File: config.mk
export PLATFORM = sky130hd
export DESIGN_NAME = fetch_stage
export DESIGN_NICKNAME = d
export VERILOG_FILES = /design/src/rtl/fetch_stage.sv
export SDC_FILE = /design/constraint.sdc
export NUM_CORES = 1
export LEC_CHECK = 0
export CORE_ASPECT_RATIO = 2
export CORE_MARGIN = 1.5
export CORE_UTILIZATION = 35
export DETAILED_ROUTE_END_ITERATION = 6
export HOLD_SLACK_MARGIN = 0.02
export PLACE_DENSITY = 0.67
export SLEW_MARGIN = 30
export SYNTH_ARGS = -nofsm -noshare
export SYNTH_HDL_FRONTEND = slang
export SYNTH_SLANG_ARGS = --single-unit
File: constraint.sdc
create_clock -name clk -period 4.9 [get_ports clk]
set_input_delay 0.735 -clock clk [delete_from_list [all_inputs] [get_ports clk]]
set_output_delay 0.735 -clock clk [all_outputs]
set_load 0.005 [all_outputs]
File: src/rtl/fetch_stage.sv
// Instruction-fetch stage: owns the PC, issues one-outstanding reads to instruction memory,
// and holds the returned instruction and its PC in a single output slot for IF/ID.
module fetch_stage #(
   parameter logic [63:0] RESET_PC = 64'h0000_0000_0000_0000
) (
   input  logic        clk,
   input  logic        reset,
   output logic        imem_req,
   output logic [63:0] imem_addr,
   input  logic        imem_ready,
   input  logic        imem_rvalid,
   input  logic [31:0] imem_rdata,
   input  logic        id_stall,
   input  logic        redirect_valid,
   input  logic [63:0] redirect_pc,
   output logic [31:0] nextInstruc,
   output logic [63:0] nextPC,
   output logic        e_write,
   output logic        misalign_err,
   output logic [31:0] fetch_count
);

   typedef enum logic [1:0] {StReq, StWait, StDrop} state_e;

   state_e      state_q, state_d;
   logic [63:0] pc_q, pc_d;
   logic        out_valid_q, out_valid_d;
   logic [31:0] instr_q, instr_d;
   logic [63:0] slot_pc_q, slot_pc_d;
   logic        misalign_q, misalign_d;
   logic [31:0] count_q, count_d;
   logic        accept;

   always_comb begin
      state_d     = state_q;
      pc_d        = pc_q;
      out_valid_d = out_valid_q;
      instr_d     = instr_q;
      slot_pc_d   = slot_pc_q;
      misalign_d  = 1'b0;

      e_write  = out_valid_q & ~id_stall & ~redirect_valid;
      imem_req = (state_q == StReq) & (~out_valid_q | ~id_stall);
      accept   = imem_req & imem_ready;
      count_d  = count_q + 32'(e_write);

      if (e_write) begin
         out_valid_d = 1'b0;
      end

      unique case (state_q)
         StReq: begin
            if (accept) begin
               state_d = StWait;
            end
         end
         StWait: begin
            if (imem_rvalid) begin
               instr_d     = imem_rdata;
               slot_pc_d   = pc_q;
               out_valid_d = 1'b1;
               pc_d        = pc_q + 64'd4;
               state_d     = StReq;
            end
         end
         StDrop: begin
            if (imem_rvalid) begin
               state_d = StReq;
            end
         end
         default: state_d = StReq;
      endcase

      // A redirect flushes the slot and retargets the PC; any in-flight response becomes stale.
      if (redirect_valid) begin
         pc_d        = redirect_pc & ~64'h3;
         out_valid_d = 1'b0;
         instr_d     = instr_q;
         slot_pc_d   = slot_pc_q;
         misalign_d  = (redirect_pc[1:0] != 2'b00);
         unique case (state_q)
            StReq:   state_d = accept ? StDrop : StReq;
            StWait:  state_d = imem_rvalid ? StReq : StDrop;
            StDrop:  state_d = imem_rvalid ? StReq : StDrop;
            default: state_d = StReq;
         endcase
      end
   end

   always_ff @(posedge clk) begin
      if (reset) begin
         state_q     <= StReq;
         pc_q        <= RESET_PC;
         out_valid_q <= 1'b0;
         instr_q     <= 32'd0;
         slot_pc_q   <= 64'd0;
         misalign_q  <= 1'b0;
         count_q     <= 32'd0;
      end else begin
         state_q     <= state_d;
         pc_q        <= pc_d;
         out_valid_q <= out_valid_d;
         instr_q     <= instr_d;
         slot_pc_q   <= slot_pc_d;
         misalign_q  <= misalign_d;
         count_q     <= count_d;
      end
   end

   assign imem_addr    = pc_q;
   assign nextInstruc  = instr_q;
   assign nextPC       = slot_pc_q;
   assign misalign_err = misalign_q;
   assign fetch_count  = count_q;

endmodule

======== Word level (Yosys, flattened, before mapping) ========
Index checks and enable logic that the tools add are counted.
cells by class
  add/sub/neg operators ................... 2
  bitwise logic cells ..................... 8
  reduce and logical (&&, ||, !) cells .... 11
  mux-type cells .......................... 13
  equal/unequal tests ..................... 4
operators by type and width
  cell                                                    count
  two-way mux 64 bit                                      3
  adder 64 x 3 -> 64 bit (second input constant)          1
  adder 32 x 1 -> 32 bit                                  1
  two-way mux 2 bit                                       5
  case mux 2 bit (2 select lines)                         2
  AND reduction 2 bit                                     3
  nonzero test 2 bit                                      3
  OR reduction 2 bit                                      3
  AND 1 bit                                               4
  two-way mux 1 bit                                       3
  inequality test 3 x 1 -> 1 bit (second input constant)  1
  inequality test 3 bit (second input constant)           1
  inverter 1 bit                                          3
  AND reduction 3 bit                                     1
  equality test 2 x 1 -> 1 bit (second input constant)    1
  equality test 2 bit (second input constant)             1
  zero test 2 bit                                         1
  bitwise OR 1 bit                                        1
storage, ports and cells
  output and inout port bits .............. 195
  logic and storage cells ................. 46
  flip-flop bits (word level) ............. 196

======== Logic depth before layout (Yosys ltp) ========
  depth after elaboration ................. 7
  mapped depth ............................ 13
  gate-level depth less buffers ........... 8

======== Least setup slack after synthesis ========
OpenSTA, ideal clock, no wires.
  path type ............................... in2reg
  start point ............................. input redirect_valid
  end point ............................... register count_q[26] (netlist: fetch_count[26])
  setup time .............................. 128 ps
  arrival time ............................ 3691 ps
  setup slack ............................. 1081 ps
  stages on the path ...................... 13
  path through ............................ clkbuf_1 > clkbuf_1 > clkbuf_1 > buf_1 > nor3b_1 > ha_1 > ha_1 > inv_1 > or4_1 > clkbuf_1 > nor4_1 > xnor2_1 > nor2_1
on the way
  longest elaborated chain between the ends .. 3
ends and longest elaborated chain
  item                      RTL line  text
  from (decl)               14        input logic redirect_valid,
  inverter 1 bit (no line)  -
  AND 1 bit                 42        e_write = out_valid_q & ~id_stall & ~redirect_valid;
  net e_write               18        output logic e_write,
  adder 32 x 1 -> 32 bit    45        count_d = count_q + 32'(e_write);
  to (signal assigned)      106       count_q <= count_d;
  to (decl)                 31        logic [31:0] count_q, count_d;
The timed path passes the listed nets, and every way through them passes these cells.
A chain may end at the register's enable or synchronous reset.

======== Worst setup path in the final report ========
  start point ............................. input id_stall
  end point ............................... register count_q[26] (netlist: fetch_count[26])
on the way
  longest elaborated chain between the ends .. 4
ends and longest elaborated chain
  item                    RTL line  text
  from (decl)             13        input logic id_stall,
  inverter 1 bit          42
  AND 1 bit (2 in a row)  42
  adder 32 x 1 -> 32 bit  45
No other way between the ends.

==> parameters.txt <==
Parameter                              Value

Status
  Run status ... complete, no violations

Yosys
  Proportion of register bits with asynchronous set or reset after synthesis ... 0
  Post-synthesis instance total ... 1137
  Sequential area share after synthesis ... 0.429
  Post-synthesis register bit count ... 192
  Cell type with the highest aggregate area in the netlist ... sky130_fd_sc_hd__dfxtp_1
  Biggest area contributors in the synthesized netlist ... sky130_fd_sc_hd__dfxtp_1 (43%), sky130_fd_sc_hd__nand2_1 (11%), sky130_fd_sc_hd__a21oi_1 (6.7%), sky130_fd_sc_hd__nor2_1 (3.9%), sky130_fd_sc_hd__nand4_1 (3.2%)
  Main synth FF type ... sky130_fd_sc_hd__dfxtp_1
  Number of flops mapped to enable cells by yosys ... 0
  Synth warnings ... 0
  Top cell type's share of synthesized area ... 0.429
  Mapped Area ... 8970 sq um
  Synthesized area per cell ... ~7.9 sq um
  Yosys cell types ... 58

Finish
  Most frequent cells in the layout ... sky130_fd_sc_hd__clkdlybuf4s50_1 (290), sky130_fd_sc_hd__nand2_1 (253), sky130_fd_sc_hd__dfxtp_1 (192), sky130_fd_sc_hd__a21oi_1 (120), sky130_fd_sc_hd__nor2_1 (93)
  Fin cells ... 1733
  Fill cell instance count of the final layout ... 2441
  Total Nets Final ... 1490
  Most frequent standard cell in the layout excluding fill and tap cells ... sky130_fd_sc_hd__clkdlybuf4s50_1
  Relative area change from synthesis to final layout ... 40.8%
  Core utilization of the finished layout ... 0.502
  Share of final-layout standard cells stronger than drive strength 1 ... 0.0473

Critical path
  Startpoint types ... input pin
  Worst endpoint data arrival time ... 3.56 ns
  Reg-to-reg slack, setup ... 2.05 ns
  Number of cells on the worst reg-to-reg path ... 8
  Required arrival time at the worst endpoint ... 5.22 ns
  Critical Path End Type ... flop
  Max FO, Critical Path ... 13
  Crit Reg-Reg Startpoint ... out_valid_q$_SDFF_PP0_
  Endpoint of the lowest-slack register-to-register path ... fetch_count[26]$_SDFF_PP0_
  Type of the worst setup path ... in -> reg

Power and ir drop
  Switching share of power ... 0.257
  Clock power share ... 0.417
  Power Total ... 3.44 mW
  Power density of the placed cells ... 273 nW/um^2
  Total leakage power ... around 4.0 nW
  Net Sw Power ... 0.884 mW
  Share of total power in sequential cells ... 0.490
  Peak supply drop ... 0.209 mV
  Proportion of power drawn by combinational gates ... 0.093
  Power Internal ... 2.56 mW

STA
  Maximum clock rate ... 309 MHz
  Fin Clk Skew ... 0.00886 ns
  Period utilisation layout ... 0.661
  Transition time at the pin with the least slew margin ... 0.884 ns
  Hold WS ... 0.452 ns
  Max-slew headroom at the worst pin ... 0.411
  Final count of hold timing violations ... 0
  Total negative slack ... 0 ns
  Final Slew Violations ... 0
  Unrepaired setup endpoints after global routing ... false
  Setup Viol. Count Final ... 0
  Time the worst path needs with I/O delays and setup ... 3.24 ns

Clock network
  Reg clk slew, reported paths ... 0.07 ns
  Deepest clock path buffer count ... 2
  CTS Hold Bufs ... 0
  Clock tree from TritonCTS ... done
  Root cell of the clock tree ... sky130_fd_sc_hd__clkbuf_16
  Post-CTS Resized ... 0
  Sink count of the clock tree ... 192
  Level count of the clock H-tree ... 4
  Number of setup buffers added after CTS ... 0
  Cts bufs inserted ... 17
  Clk_lat worst skew ... 0.46 ns

Global route
  Maximum number of pins on one net before global-route repair ... roughly 130
  Vias in the first global route ... 8898
  Gr ovfl total ... 0
  Number of antenna violations at the first check in global routing ... 3
  Total routing usage reported by global routing ... 0.240
  Global-route wire length before repair ... 48.8 mm

Routing
  Average routed wire per standard cell ... 18.3 um
  Residual DRC count ... 0
  First-pass DRT Iterations ... 5
  Iter 0 DRT Violations ... 555
  Detailed-route wire length ... approximately 32 mm
  Vias per cell ... roughly 5.3
  Post-detailed-route count of antenna-violating nets ... 0
  Routed vias ... 9269

Min path
  Path type of the worst min-delay path ... reg -> reg
  Startpoint of the lowest-slack hold path ... nextPC[24]$_SDFFE_PP0P_
  Hold Crit Endpoint ... nextPC[24]$_SDFFE_PP0P_
  Min-Delay Path Depth ... 2

Floorplan
  Standard-cell rows ... 82
  Placeable core region ... 25100 sq um
  Vertical extent of the die ... 229 um
  Horizontal die dimension ... approximately 120 um
  Die outline area ... 26600 sq um
  I/O pins ... 297
  Initial standard-cell utilization of the core ... 0.357

Placed design
  Post-DP HPWL ... 23.0 mm
  Placed cell count ... 1698
  Number of I/O port buffers ... 292
  Final GP Congestion ... 0.859

Job
  Number of max-capacitance violations reported ... 0
## area by class of cell
type | instances | area [sq um] | area share
clock inverter | 14 | 154 | 0.0122
antenna | 3 | 7.51 | 0.000595
timing repair buffer | 302 | 3000 | 0.238
clock buffer | 18 | 439 | 0.0348
inverter | 17 | 66.3 | 0.00525
sequential | 192 | 3840 | 0.304
tap | 336 | 420 | 0.0333
multi-input combinational | 851 | 4690 | 0.371
## state kept, by name, summed over array words and instances, names as in the netlist
signal	cells
state_q	2
misalign_err	1
imem_addr	62
fetch_count	32
nextInstruc	32
out_valid_q	1
nextPC	62
## stage by stage
step	setup slack (ns)	cell area [sq um]
global placement	1.32	12000
floorplan	1.08	8980
CTS	1.67	12600
global route	1.43	12600
finish	1.66	12600
detailed placement	1.19	12000
## cells by family after synthesis
logic type / synth area share
xor+xnor: 0.0518
fa+ha+maj: 0.00977
compound gates: 0.135
simple gates: 0.313
flops: 0.429
mux: 0.0103
buf+inv: 0.0513
other cells: 0.000418
## Yosys cell counts, drive strengths merged (6+ instances only)
| library cell | number |
|---|---|
| a311oi | 13 |
| o21ai | 17 |
| buf | 20 |
| a211oi | 16 |
| nor4 | 25 |
| a21oi | 120 |
| nor3 | 26 |
| ha | 7 |
| nand3b | 6 |
| nand4 | 49 |
| mux2i | 7 |
| nand3 | 36 |
| or3 | 23 |
| and3 | 11 |
| inv | 16 |
| xnor2 | 32 |
| and4 | 11 |
| clkbuf | 58 |
| a31oi | 11 |
| nor2b | 6 |
| xor2 | 21 |
| nand2 | 253 |
| dfxtp | 192 |
| nor2 | 94 |
| or4 | 18 |
## worst max-delay path by stage
| stage | end | from | slack [ns] |
|---|---|---|---|
| after CTS | fetch_count[26]$_SDFF_PP0_ | id_stall | 1.67 |
| final | fetch_count[26]$_SDFF_PP0_ | id_stall | 1.66 |
| after global placement | fetch_count[26]$_SDFF_PP0_ | id_stall | 1.32 |
| after detailed placement | fetch_count[26]$_SDFF_PP0_ | id_stall | 1.19 |
| after floorplan | fetch_count[26]$_SDFF_PP0_ | redirect_valid | 1.08 |
| after global routing | fetch_count[30]$_SDFF_PP0_ | id_stall | 1.43 |
## worst max-delay path: stages
cell	delay (ns)
sky130_fd_sc_hd__clkdlybuf4s50_1	0.44
sky130_fd_sc_hd__nor3b_1	0.41
sky130_fd_sc_hd__ha_1	0.30
sky130_fd_sc_hd__ha_1	0.24
sky130_fd_sc_hd__inv_1	0.05
sky130_fd_sc_hd__or4_1	0.73
sky130_fd_sc_hd__nor4_1	0.42
sky130_fd_sc_hd__xnor2_1	0.17
sky130_fd_sc_hd__nor2_1	0.05
## power groups by stage
stage	combinational (mW)	sequential [mW]	clock, mW
floorplan	0.140	1.69	0
global placement	0.318	1.72	0
detailed placement	0.321	1.72	0
CTS	0.322	1.68	1.48
global route	0.348	1.69	1.52
finish	0.320	1.69	1.44
## layer usage
metal  wire (um)  vias up  share of wire  track usage
li1            -     4476              -            -
met1       11600     4373           0.37        0.256
met2       16700      330           0.53        0.417
met3        1850       88          0.058       0.0564
met4        1570        2          0.049        0.146
met5          11        -        0.00035            0
Power figures use the tool's default switching activity.
